## config.mk

```make
export PLATFORM = sky130hd
export DESIGN_NAME = exec_control_unit
export DESIGN_NICKNAME = d
export VERILOG_FILES = /design/src/rtl/exec_control_unit.sv
export SDC_FILE = /design/constraint.sdc
export NUM_CORES = 1
export LEC_CHECK = 0
export BUFFER_PORTS_ARGS = -buffer_cell sky130_fd_sc_hd__buf_2
export CAP_MARGIN = 20
export CORE_MARGIN = 5
export CORE_UTILIZATION = 50
export DETAILED_ROUTE_END_ITERATION = 10
export PLACE_DENSITY = 0.82
export SLEW_MARGIN = 20
export SYNTH_ARGS = -nofsm -noshare
export SYNTH_HDL_FRONTEND = slang
export SYNTH_SLANG_ARGS = --single-unit
```

## constraint.sdc

```tcl
create_clock -name clock -period 6.4 [get_ports clock]
set_input_delay 0.32 -clock clock [delete_from_list [all_inputs] [get_ports clock]]
set_output_delay 0.32 -clock clock [all_outputs]
set_load 0.02 [all_outputs]
```

## src/rtl/exec_control_unit.sv

```systemverilog
// exec_control_unit: single-cycle MIPS-style decoder, ALU, next-PC select and PC register.
// Define EXEC_SHIFT_EN to add R-type sll/srl.
module exec_control_unit #(
    parameter logic [31:0] RESET_PC = 32'h0000_0000
) (
    input  logic        clock,
    input  logic        reset,
    input  logic [31:0] instr,
    input  logic [31:0] rd1,
    input  logic [31:0] rd2,
    input  logic [31:0] mem_rd,
    output logic [31:0] pc,
    output logic [31:0] pc_next,
    output logic [4:0]  alu_control,
    output logic [31:0] alu_result,
    output logic [31:0] mem_wdata,
    output logic        mem_write_en,
    output logic        reg_write_en,
    output logic [4:0]  reg_write_addr,
    output logic [31:0] reg_write_data,
    output logic        branch_taken
);
    localparam logic [4:0] ALU_AND = 5'b00000;
    localparam logic [4:0] ALU_OR  = 5'b00001;
    localparam logic [4:0] ALU_ADD = 5'b00010;
    localparam logic [4:0] ALU_SUB = 5'b00110;
    localparam logic [4:0] ALU_SLT = 5'b00111;
    localparam logic [4:0] ALU_NOR = 5'b01100;
    localparam logic [4:0] ALU_SLL = 5'b01000;
    localparam logic [4:0] ALU_SRL = 5'b01001;

    logic [5:0]  op, fn;
    logic [31:0] sign_imm, src_b, pc_plus4;
    logic        alu_src, rd_dst, is_jr, is_jump, is_jal, is_lw, is_blt;

    assign op        = instr[31:26];
    assign fn        = instr[5:0];
    assign sign_imm  = {{16{instr[15]}}, instr[15:0]};
    assign src_b     = alu_src ? sign_imm : rd2;
    assign pc_plus4  = pc + 32'd4;
    assign mem_wdata = rd2;

    always_comb begin
        alu_control  = ALU_ADD;
        alu_src      = 1'b0;
        rd_dst       = 1'b0;
        reg_write_en = 1'b0;
        mem_write_en = 1'b0;
        is_jr        = 1'b0;
        is_jump      = 1'b0;
        is_jal       = 1'b0;
        is_lw        = 1'b0;
        is_blt       = 1'b0;
        case (op)
            6'b000000: begin
                rd_dst = 1'b1;
                case (fn)
                    6'b100000: {alu_control, reg_write_en} = {ALU_ADD, 1'b1};
                    6'b100010: {alu_control, reg_write_en} = {ALU_SUB, 1'b1};
                    6'b100100: {alu_control, reg_write_en} = {ALU_AND, 1'b1};
                    6'b100101: {alu_control, reg_write_en} = {ALU_OR, 1'b1};
                    6'b101010: {alu_control, reg_write_en} = {ALU_SLT, 1'b1};
                    6'b100111: {alu_control, reg_write_en} = {ALU_NOR, 1'b1};
                    6'b001000: is_jr = 1'b1;
`ifdef EXEC_SHIFT_EN
                    6'b000000: {alu_control, reg_write_en} = {ALU_SLL, 1'b1};
                    6'b000010: {alu_control, reg_write_en} = {ALU_SRL, 1'b1};
`endif
                    default: ;
                endcase
            end
            6'b001000: {alu_control, alu_src, reg_write_en} = {ALU_ADD, 2'b11};
            6'b001100: {alu_control, alu_src, reg_write_en} = {ALU_AND, 2'b11};
            6'b001101: {alu_control, alu_src, reg_write_en} = {ALU_OR, 2'b11};
            6'b001010: {alu_control, alu_src, reg_write_en} = {ALU_SLT, 2'b11};
            6'b100011: {alu_src, reg_write_en, is_lw} = 3'b111;
            6'b101011: {alu_src, mem_write_en} = 2'b11;
            6'b000100: {alu_control, is_blt} = {ALU_SUB, 1'b1};
            6'b000010: is_jump = 1'b1;
            6'b000011: {is_jump, is_jal, reg_write_en} = 3'b111;
            default: ;
        endcase
    end

    always_comb begin
        case (alu_control)
            ALU_AND: alu_result = rd1 & src_b;
            ALU_OR:  alu_result = rd1 | src_b;
            ALU_ADD: alu_result = rd1 + src_b;
            ALU_SUB: alu_result = rd1 - src_b;
            ALU_SLT: alu_result = {31'b0, $signed(rd1) < $signed(src_b)};
            ALU_NOR: alu_result = ~(rd1 | src_b);
`ifdef EXEC_SHIFT_EN
            ALU_SLL: alu_result = rd2 << instr[10:6];
            ALU_SRL: alu_result = rd2 >> instr[10:6];
`endif
            default: alu_result = 32'b0;
        endcase
    end

    // blt uses the raw sign of rs-rt, so overflowing differences branch the wrong way by design
    assign branch_taken   = is_blt & alu_result[31];
    assign reg_write_addr = is_jal ? 5'd31 : rd_dst ? instr[15:11] : instr[20:16];
    assign reg_write_data = is_jal ? pc_plus4 : is_lw ? mem_rd : alu_result;
    assign pc_next = is_jr ? rd1 :
                     is_jump ? {pc[31:28], instr[25:0], 2'b00} :
                     branch_taken ? pc_plus4 + {sign_imm[29:0], 2'b00} : pc_plus4;

    always_ff @(posedge clock or posedge reset) begin
        if (reset) pc <= RESET_PC;
        else pc <= pc_next;
    end
endmodule

```

* After elaboration in Yosys (flattened, before gate mapping)
Cells that the tools add are included.
Storage, ports and cells: bits of input ports 130, output and inout port bits 173, bits in registers 32
Operators by class: muxes and demuxes 22, bitwise operators 4, reduce and logical (&&, ||, !) cells 6, equal/unequal tests 21, add/subtract/negate cells 4, $lt $le $gt $ge 1
Operator list (count):
- 32-bit two-way mux | 6
- 32-bit one-hot mux with 6 select lines | 1
- 32-bit adder | 2
- 6-bit equality test (second input constant) | 8
- 4-bit one-hot mux with 5 select lines | 2
- 32-bit by 3-bit adder with 32-bit output (second input constant) | 1
- 32-bit bitwise AND | 1
- 32-bit less-than comparator | 1
- 32-bit inverter | 1
- 32-bit OR | 1
- 32-bit subtractor | 1
- 6-bit by 4-bit equality test with 1-bit output (second input constant) | 5
- 6-bit OR reduction | 3
- 6-bit by 2-bit equality test with 1-bit output (second input constant) | 2
- 5-bit by 3-bit equality test with 1-bit output (second input constant) | 2
- 1-bit two-way mux | 10
- 5-bit two-way mux | 2
- 6-bit by 3-bit equality test with 1-bit output (second input constant) | 1
- 6-bit logical NOT | 1
- 5-bit by 1-bit equality test with 1-bit output (second input constant) | 1
- 5-bit by 2-bit equality test with 1-bit output (second input constant) | 1
- 5-bit by 4-bit equality test with 1-bit output (second input constant) | 1
- 5-bit logical NOT | 1
- 1-bit one-hot mux with 2 select lines | 1
- other kinds (2) | 2

* Logic depth before layout (Yosys ltp)
Gate-level depths: netlist of run 1.
depth after elaboration 11, depth in mapped cells 28, gate-level depth less buffers 21

* Worst setup path after synthesis of run 1
No wires, ideal clock.
path type input -> output, start in instr[29], end out reg_write_data[27], cell stages on the path 22, data arrival time 5237 ps, path slack 843 ps, path buffers 4, path through clkbuf_1 -> nand2b_1 -> o22a_1 -> o22ai_1 -> nand2b_1 -> nor2b_1 -> clkbuf_1 -> nor2b_1 -> clkbuf_1 -> clkbuf_1 -> a21o_1 -> inv_1 -> ha_1 -> or4_4 -> or4_4 -> o31ai_4 -> a21oi_1 -> o41a_1 -> o221a_1 -> o21ai_1 -> nor2_1 -> o22ai_1
On the way: word-level cells in the longest chain between the ends 9, elaborated cells on any way between the ends 29, classes of those cells add/sub (2); eq/ne (13); mux (8); bitwise (3); reduce/logical (3)
RTL lines:
- start, declared | RTL line 8 | input logic [31:0] instr,
- parallel branches: the longest is 6 deep, another holds 32-bit subtractor
- 32-bit one-hot mux with 6 select lines (*) | RTL line 86 | case (alu_control)
- net alu_result[27] | RTL line 15 | output logic [31:0] alu_result,
- 32-bit two-way mux (*) (2 in a row) | RTL line 104 | assign reg_write_data = is_jal ? pc_plus4 : is_lw ? mem_rd : alu_result;
- end, declared | RTL line 20 | output logic [31:0] reg_write_data,
Mark *: on every way through the listed nets, which the timed path passes.

* Final worst setup path of run 1
start in instr[31], end out reg_write_data[26]
On the way: word-level cells in the longest chain between the ends 9, elaborated cells on any way between the ends 29, classes of those cells add/sub (2); eq/ne (13); mux (8); bitwise (3); reduce/logical (3)
RTL lines (RTL line):
- parallel branches: the longest is 8 deep, another holds 32-bit subtractor
- 32-bit two-way mux (*) | 104
Mark *: on every way between the ends.

==> flow_summary.yaml, run 1 <==
synth:
  synth_fp_nets: 1739
  ys_seq_area_share_pct: 7.94
  netlist_area_sq_um: 10100
  synthArstFlopShare_pct: 100
  synth_flop_cell: "dfrtp_1"
  yosys_warnings: 0
  synth_edf_count: 0
  synth_cell_types: 86
  synth_seq_cells: 32
  postSynthCellCount: 1465
  avgSynthCellArea_sq_um: 6.88
layout:
  final.fill_count: 2021
  top_regs: "pc (32)"
  layout_common_cells: "301 x buf_2, 180 x a21oi_1, 155 x nor2_1, 141 x ha_1, 107 x inv_1"
  final_common_cell: "buf_2"
  drive_gt1_share_pct: 22.5
  postLayoutCoreUtil_pct: 58.5
  synthToLayoutAreaGrowth_pct: 16.3
  nets: 1957
  largest-register: "pc"
  largest_register_ffs: 32
worst_setup_path:
  critical_path_arrival_ns: 5.78
  endpoint_kind: "primary output"
  rr_worst_depth: 18
  crit_type: "in -> out"
  start_kind: "primary input"
  critical_path.startpoint: "instr[31]"
  required_ns: 6.08
  path_max_fanout: 6
  regToRegSetupSlack_ns: 1.41
  r2r-start: "pc[4]"
  r2r-end: "pc[31]"
power_and_ir_drop:
  ir_drop_v: 0.000137
  power-per-cell-area_nw_per_um2: 272
  p_leak_nw: 5.85
detailed_routing:
  via_per_inst: 6.34
  wl_um: 43500
  wire_per_inst_um: 22.2
  dr.pass1.iters: 7
  drc: 0
  drt.antenna.violating_nets: 0
  vias: 12400
  drtIter0Drc: 1473
floorplan:
  die_width_um: 152
  rows: 52
  die_h_um: 152
  start_util_pct: 50.3
  core_sq_um: 20000
  io_pins: 303
  die_area_sq_um: 23100
clock_tree:
  holdBufCountCts: 0
  cts_tree: "built"
  post_cts_buffers: 0
  post_cts_resized: 0
  cts_max_level: 2
  clock_latency_ns: 0.29
  clk_path_buf_depth: 2
  root_buffer: "clkbuf_16"
  cts_buffers: 5
  cts_sinks: 32
  clk_pin_slew_ns: 0.06
global_route:
  grt.overflow.total: 0
  grtUsageTotal_pct: 35.3
  antenna_found_initial: 3
  grt_pass1_wl_um: 66500
  grt_max_degree: 60
  grt_pass1_vias: 11600
placement:
  pre_cts_slack_ns: 0.534
  dp_hpwl_um: 35300
  gp_congestion: 0.988
  io_buffers: 301
timing:
  period_needed_ns: 6.10
  fin_setup_tns_ns: 0
  whs_ns: 0.127
  drv_slew: 0
  skew_ns: 0.00942
  worstMarginPinSlew_ns: 1.07
  relSlewSlack_pct: 28.7
  finalWorstSetupSlack_ns: 0.297
  period_share_pct: 95.4
  hold_viol_final: 0
  fmax_mhz: 164
  rsz0062_at_grt: "no"
  setup_viol: 0
job:
  cap_viol_max_count: 0
min_path:
  hold_class: "in -> async"
status:
  status: "finished clean"
area by class of cell:
class	count	area, sq um	share of cell area (%)
antenna	2	5.00	0.0427
clock buffer	7	153	1.30
inverter	115	434	3.70
multi-input combinational	1201	8280	70.7
sequential	32	801	6.83
tap	270	338	2.88
timing repair buffer	328	1710	14.6
logic make-up after synthesis:
logic type      Yosys count  synth area share (%)
compound gates          546                  35.0
xor+xnor                 63                  5.47
fa+ha+maj               144                  18.1
buf+inv                 232                  10.2
flops                    32                  7.94
mux                      45                  4.64
other cells               1                0.0372
simple gates            402                  18.6
worst max path at each step:
stage | endpoint | slack (ns) | cells after the start
after global routing | reg_write_data[26] | 0.06 | 21
after CTS | reg_write_data[26] | 0.52 | 21
final | reg_write_data[26] | 0.30 | 21
after global placement | reg_write_data[26] | 0.58 | 21
after detailed placement | reg_write_data[26] | 0.53 | 21
after floorplan | reg_write_data[27] | 0.84 | 22
cells in the mapped netlist, drive strengths merged, types with 14 or more instances:
master / number / share of area, %
nor2b: 16 / 0.99
dfrtp: 32 / 7.9
nor2: 157 / 5.8
a211oi: 15 / 1.1
nand2: 87 / 3.2
o211ai: 14 / 1.1
xor2: 29 / 2.5
inv: 115 / 4.3
xnor2: 34 / 3.0
o22ai: 43 / 2.7
o21bai: 15 / 1.1
ha: 141 / 18
and3: 16 / 0.99
buf: 48 / 3.3
clkbuf: 69 / 2.6
a21o: 35 / 2.6
a21oi: 182 / 9.1
a22oi: 19 / 1.4
nor3: 23 / 1.3
mux2i: 31 / 3.1
nand3: 38 / 1.9
o21ai: 97 / 4.8
a221oi: 16 / 1.4
mux2: 14 / 1.6
stage by stage:
step	total power, mW	area (sq um)	cells
floorplan	2.10	10100	1465
global placement	2.86	11600	1946
global route	3.40	11700	1954
detailed placement	2.87	11600	1946
finish	3.19	11700	1955
CTS	3.14	11700	1953
worst max-delay path: stages:
cell	delay [ns]
buf_2	0.14
nand2b_1	0.19
o22a_1	0.16
o22ai_1	0.07
nand2b_1	0.08
nor2b_2	0.30
mux2_2	0.41
ha_1	0.25
fa_1	0.47
a21oi_1	0.24
o211ai_1	0.19
a31oi_1	0.39
nand2_1	0.21
a211oi_1	0.46
o31ai_1	0.23
a221o_1	0.47
o211a_1	0.25
o21ai_1	0.41
mux2i_1	0.15
a21oi_1	0.18
buf_2	0.20
power by group:
part	total, mW	switching, mW	internal, mW
Clock	0.257	0.0937	0.163
Combinational	2.54	1.64	0.902
Sequential	0.391	0.108	0.283
layer usage:
layer | part of all wire (%) | routed length, um | GRT usage [%]
met3 | 12 | 5090 | 7.79
met2 | 44 | 19200 | 55.8
met1 | 40 | 17400 | 47.3
met4 | 4.1 | 1790 | 13.0
met5 | 0 | 0 | 0
(Power assumes the default switching activity.)
==> run 2, diff against run 1 <==
CORE_UTILIZATION = 40   (was 50)
CTS_BUF_LIST = sky130_fd_sc_hd__clkbuf_16   (was unset)
CTS_CLUSTER_SIZE = 12   (was unset)
PLACE_DENSITY = 0.69   (was 0.82)
==> flow_summary.yaml, run 2 (same netlist as run 1, synthesis figures left out) <==
status:
  status: "finished clean"
timing:
  period_needed_ns: 6.02
  hold_viol_final: 0
  relSlewSlack_pct: 29.3
  period_share_pct: 94.1
  skew_ns: 0.00685
  rsz0062_at_grt: "no"
  drv_slew: 0
  fmax_mhz: 166
  worstMarginPinSlew_ns: 1.06
  setup_viol: 0
  fin_setup_tns_ns: 0
clock_tree:
  root_buffer: "clkbuf_16"
  clk_pin_slew_ns: 0.06
  cts_tree: "built"
  clock_latency_ns: 0.28
  clk_path_buf_depth: 2
  cts_max_level: 2
  post_cts_buffers: 0
  post_cts_resized: 0
  holdBufCountCts: 0
  cts_sinks: 32
  cts_buffers: 5
min_path:
  hold_class: "in -> async"
worst_setup_path:
  start_kind: "primary input"
  worstPathCellList: "buf_2, nand2b_1, o22a_1, o22ai_1, nand2b_1, nor2b_4, mux2_2, ha_1, fa_1, a21oi_1, o211ai_1, a31oi_1, nand2_1, a211oi_1, o31ai_1, a221o_1, o211a_1, o21ai_1, mux2i_1, a21oi_1, buf_2"
  endpoint_kind: "primary output"
  critPathTopFamily: "compound AO/OA/AOI/OAI gates"
  rr_worst_depth: 18
  path_max_fanout: 16
  crit_path_top_delay_cell: "nor2b_4"
  crit_end: "reg_write_data[26]"
  critical_path.startpoint: "instr[31]"
  critical_path.max_stage_delay_ns: 0.48
  crit_type: "in -> out"
  r2r-end: "pc[31]"
  cp_num_cells: 21
  required_ns: 6.08
  r2r-start: "pc[4]"
  critPathBufInv: 2
  critical_path_arrival_ns: 5.70
  regToRegSetupSlack_ns: 1.31
detailed_routing:
  drt.antenna.violating_nets: 0
  wl_um: 45500
  via_per_inst: 6.15
  vias: 12400
  drtIter0Drc: 1244
  drc: 0
  dr.pass1.iters: 5
  wire_per_inst_um: 22.6
layout:
  final_common_cell: "buf_2"
  multi_input_area_sq_um: 8290
  synthToLayoutAreaGrowth_pct: 16.7
  register_area_sq_um: 801
  drive_gt1_share_pct: 22.2
  nets: 1955
  largest_register_ffs: 32
  final.fill_count: 2649
  final_cells: 2012
  top_regs: "pc (32)"
  layout_common_cells: "301 x buf_2, 180 x a21oi_1, 155 x nor2_1, 141 x ha_1, 107 x inv_1"
  largest-register: "pc"
floorplan:
  core_sq_um: 25000
  die_width_um: 169
  io_pins: 303
  start_util_pct: 40.4
  die_h_um: 169
  rows: 58
  die_area_sq_um: 28500
power_and_ir_drop:
  power_mw: 3.17
  power-per-cell-area_nw_per_um2: 270
  ir_drop_v: 0.000232
  p_leak_nw: 5.83
global_route:
  grtUsageTotal_pct: 30.0
  grt_pass1_wl_um: 68000
  grt_pass1_vias: 11700
  antenna_found_initial: 3
  grt.overflow.total: 0
  grt_max_degree: 60
placement:
  dp_hpwl_um: 37000
  io_buffers: 301
  gp_congestion: 1.00
  place_inst: 2004
job:
  cap_viol_max_count: 0
run 2: changes by cell type in the layout (fill, tap and decap cells not counted):
| cell | previous run | this run |
|---|---|---|
| nor2b_2 | 2 | 0 |
| clkbuf_8 | 2 | 0 |
| nor2b_4 | 0 | 2 |
| diode_2 | 2 | 1 |
| buf_4 | 27 | 25 |
| clkinv_1 | 0 | 2 |
run 2: where the power goes:
group / total (mW) / switching, mW / internal (mW) / leakage (nW)
logic: 2.55 / 1.65 / 0.903 / 5.40
registers: 0.391 / 0.108 / 0.283 / 0.371
clock network: 0.228 / 0.0889 / 0.139 / 0.0648
total: 3.17 / 1.85 / 1.33 / 5.83
run 2: cell type report:
class                           instances  share of cell area, %
Multi-Input combinational cell       1201                   70.5
Timing Repair Buffer                  326                   14.4
Sequential cell                        32                   6.80
Inverter                              115                   3.69
Tap cell                              330                   3.51
Clock buffer                            5                   1.06
Clock inverter                          2                 0.0638
Antenna cell                            1                 0.0213
run 2: metal layers:
layer	up-vias	GRT usage (%)	routed length [um]
met1	5858	41.1	19000
met4	2	9.81	1480
met2	691	47.7	20200
li1	5733	-	-
met5	-	0	13
met3	99	5.30	4770
run 2: worst min path at each step:
stage | slack, ns | to | startpoint | depth (start not counted)
after floorplan | 0.44 | pc[0] | reset | 1
after global placement | 0.43 | pc[17] | reset | 3
after detailed placement | 0.45 | pc[17] | reset | 3
after CTS | 0.15 | pc[9] | reset | 3
after global routing | 0.19 | pc[10] | reset | 3
final | 0.14 | pc[12] | reset | 3
run 2: worst min-delay path, cell delays in order:
cell and delay, ns:
buf_2 0.09, inv_1 0.04, buf_4 0.40
run 2: stage by stage:
step                      worst slack, ns  hold slack, ns  util, %  instance area, sq um
after floorplan                     0.843           0.436        -                 10100
after global placement              0.728           0.435     46.6                 11600
after detailed placement            0.511           0.447     46.6                 11600
after CTS                           0.472           0.152     47.1                 11800
after global routing               0.0428           0.185     47.1                 11800
final                               0.376           0.139     47.1                 11800
==> run 3, diff against run 2 <==
ABC_AREA = 1   (was unset)
CORE_ASPECT_RATIO = 1.25   (was unset)
PLACE_DENSITY = 0.67   (was 0.69)
==> flow_summary.yaml, run 3 <==
worst_setup_path:
  start_kind: "primary input"
  rr_worst_depth: 22
  endpoint_kind: "primary output"
  critical_path_arrival_ns: 5.33
  required_ns: 6.08
  crit_type: "in -> out"
  path_max_fanout: 25
clock_tree:
  clk_pin_slew_ns: 0.06
  cts_sinks: 32
  root_buffer: "clkbuf_16"
  clock_latency_ns: 0.30
  post_cts_buffers: 0
  holdBufCountCts: 0
  cts_tree: "built"
  cts_max_level: 2
  post_cts_resized: 0
  clk_path_buf_depth: 2
  cts_buffers: 5
timing:
  worstMarginPinSlew_ns: 0.982
  period_needed_ns: 5.65
  period_share_pct: 88.2
  drv_slew: 0
  hold_viol_final: 0
  fin_setup_tns_ns: 0
  skew_ns: 0.00636
  relSlewSlack_pct: 33.9
  fmax_mhz: 177
  rsz0062_at_grt: "no"
  setup_viol: 0
global_route:
  grtUsageTotal_pct: 34.1
  grt.overflow.total: 0
  grt_pass1_wl_um: 88100
  grt_max_degree: 57
  antenna_found_initial: 2
  grt_pass1_vias: 15200
synth:
  netlist_top_cells_area: "nand2_1 18%, ha_1 15%, inv_1 10%"
  synth_flop_cell: "dfrtp_1"
  yosys.area_share.simple_pct: 41.9
  ys_seq_area_share_pct: 6.67
  netlist_area_sq_um: 12000
  synth.most_common_cell: "nand2_1"
  synth_top_family_by_area: "simple AND/OR/NAND/NOR gates"
  yosysTopAreaCell: "nand2_1"
  synth_fp_nets: 2472
  synth_seq_cells: 32
  netlist.area_leader.share_pct: 17.8
  synth_edf_count: 0
  synth_xor_area_share_pct: 4.23
  avgSynthCellArea_sq_um: 5.46
  yosys.area_share.adder_pct: 15.2
  postSynthCellCount: 2198
  synth_mux_area_share_pct: 0
  synthArstFlopShare_pct: 100
  synth_compound_area_share_pct: 16.5
  synth_cell_types: 53
  synthTopCellsByCount: "568 x nand2_1, 329 x inv_1, 228 x nor2_1"
  yosys_warnings: 0
power_and_ir_drop:
  power-per-cell-area_nw_per_um2: 263
  p_leak_nw: 7.72
  ir_drop_v: 0.000184
layout:
  postLayoutCoreUtil_pct: 46.0
  final.fill_count: 3400
  final_common_cell: "nand2_1"
  largest-register: "pc"
  nets: 2695
  top_regs: "pc (32)"
  final_cells: 2824
  layout_common_cells: "567 x nand2_1, 329 x inv_1, 301 x buf_2, 227 x nor2_1, 210 x nand3_1"
  drive_gt1_share_pct: 16.1
  synthToLayoutAreaGrowth_pct: 14.4
  largest_register_ffs: 32
status:
  status: "finished clean"
detailed_routing:
  wl_um: 60000
  drtIter0Drc: 1599
  wire_per_inst_um: 21.2
  dr.pass1.iters: 6
  vias: 15800
  via_per_inst: 5.61
  drc: 0
  drt.antenna.violating_nets: 0
min_path:
  hold_class: "in -> async"
floorplan:
  start_util_pct: 40.2
  rows: 71
  core_sq_um: 29800
  die_h_um: 204
  die_area_sq_um: 33600
  die_width_um: 165
  io_pins: 303
job:
  cap_viol_max_count: 0
placement:
  dp_hpwl_um: 50100
  gp_congestion: 1.01
  place_inst: 2815
  io_buffers: 301
run 3: area by class of cell:
type                       instances  area [sq um]  share of cell area, %
multi-input combinational       1724          9350                   68.1
timing repair buffer             317          1630                   11.9
clock inverter                     3          42.5                  0.310
sequential                        32           801                   5.83
antenna                            1          2.50                 0.0182
inverter                         341          1280                   9.33
clock buffer                       5           125                  0.912
tap                              401           502                   3.66
run 3: per-stage QoR:
stage                     setup WS [ns]  instance area (sq um)  hold slack, ns  power (mW)
after floorplan                    2.26                  12000           0.436        2.30
after global placement            0.913                  13600           0.446        3.25
after detailed placement          0.870                  13600           0.449        3.25
after CTS                         0.847                  13700           0.136        3.56
after global routing              0.296                  13700           0.161        3.88
final                             0.754                  13700           0.117        3.61
run 3: where the power goes:
| group | switching [mW] | leakage (nW) | internal (mW) |
|---|---|---|---|
| clock network | 0.109 | 0.0798 | 0.183 |
| logic | 2.03 | 7.26 | 0.896 |
| registers | 0.115 | 0.375 | 0.278 |
| total | 2.26 | 7.72 | 1.36 |
run 3: cells by family after synthesis:
logic type      after synthesis
xor+xnor                     58
simple gates               1153
other cells                   1
buf+inv                     442
fa+ha+maj                   144
compound gates              368
flops                        32
run 3: path summary, 6_finish.rpt:
check,startpoint,endpoint,slack (ns)
worst max-delay path,instr[26],reg_write_data[14],0.75
worst min-delay path,reset,pc[27],0.12
worst max register to register,pc[2],pc[30],1.87
worst min register to register,pc[0],pc[0],0.61
max in group asynchronous,reset,pc[2],5.91
min in group clock,rd1[27],pc[27],0.33
run 3: worst max-delay path, cell delays in order:
cell	delay, ns
buf_2	0.12
inv_1	0.10
nor4_1	0.51
nand2_2	0.10
o21ai_0	0.12
nor3_1	0.09
inv_1	0.22
buf_4	0.32
nand2_1	0.07
o21ai_0	0.17
ha_1	0.33
fa_1	0.24
nand2_1	0.08
inv_1	0.06
nand2_1	0.06
nand2_1	0.18
a21oi_1	0.17
o21ai_0	0.78
a21oi_1	0.16
o21ai_0	0.13
nand2_1	0.09
nor3_1	0.47
nand2_1	0.11
nand3_1	0.09
nand2_1	0.05
buf_2	0.15
run 3: metal layers:
layer | GRT usage, % | part of all wire (%) | vias up
li1 | - | - | 7502
met1 | 41.9 | 38 | 7378
met2 | 59.2 | 48 | 774
met3 | 4.41 | 8.1 | 179
met4 | 15.0 | 5.0 | 2
met5 | 0 | 0.022 | -
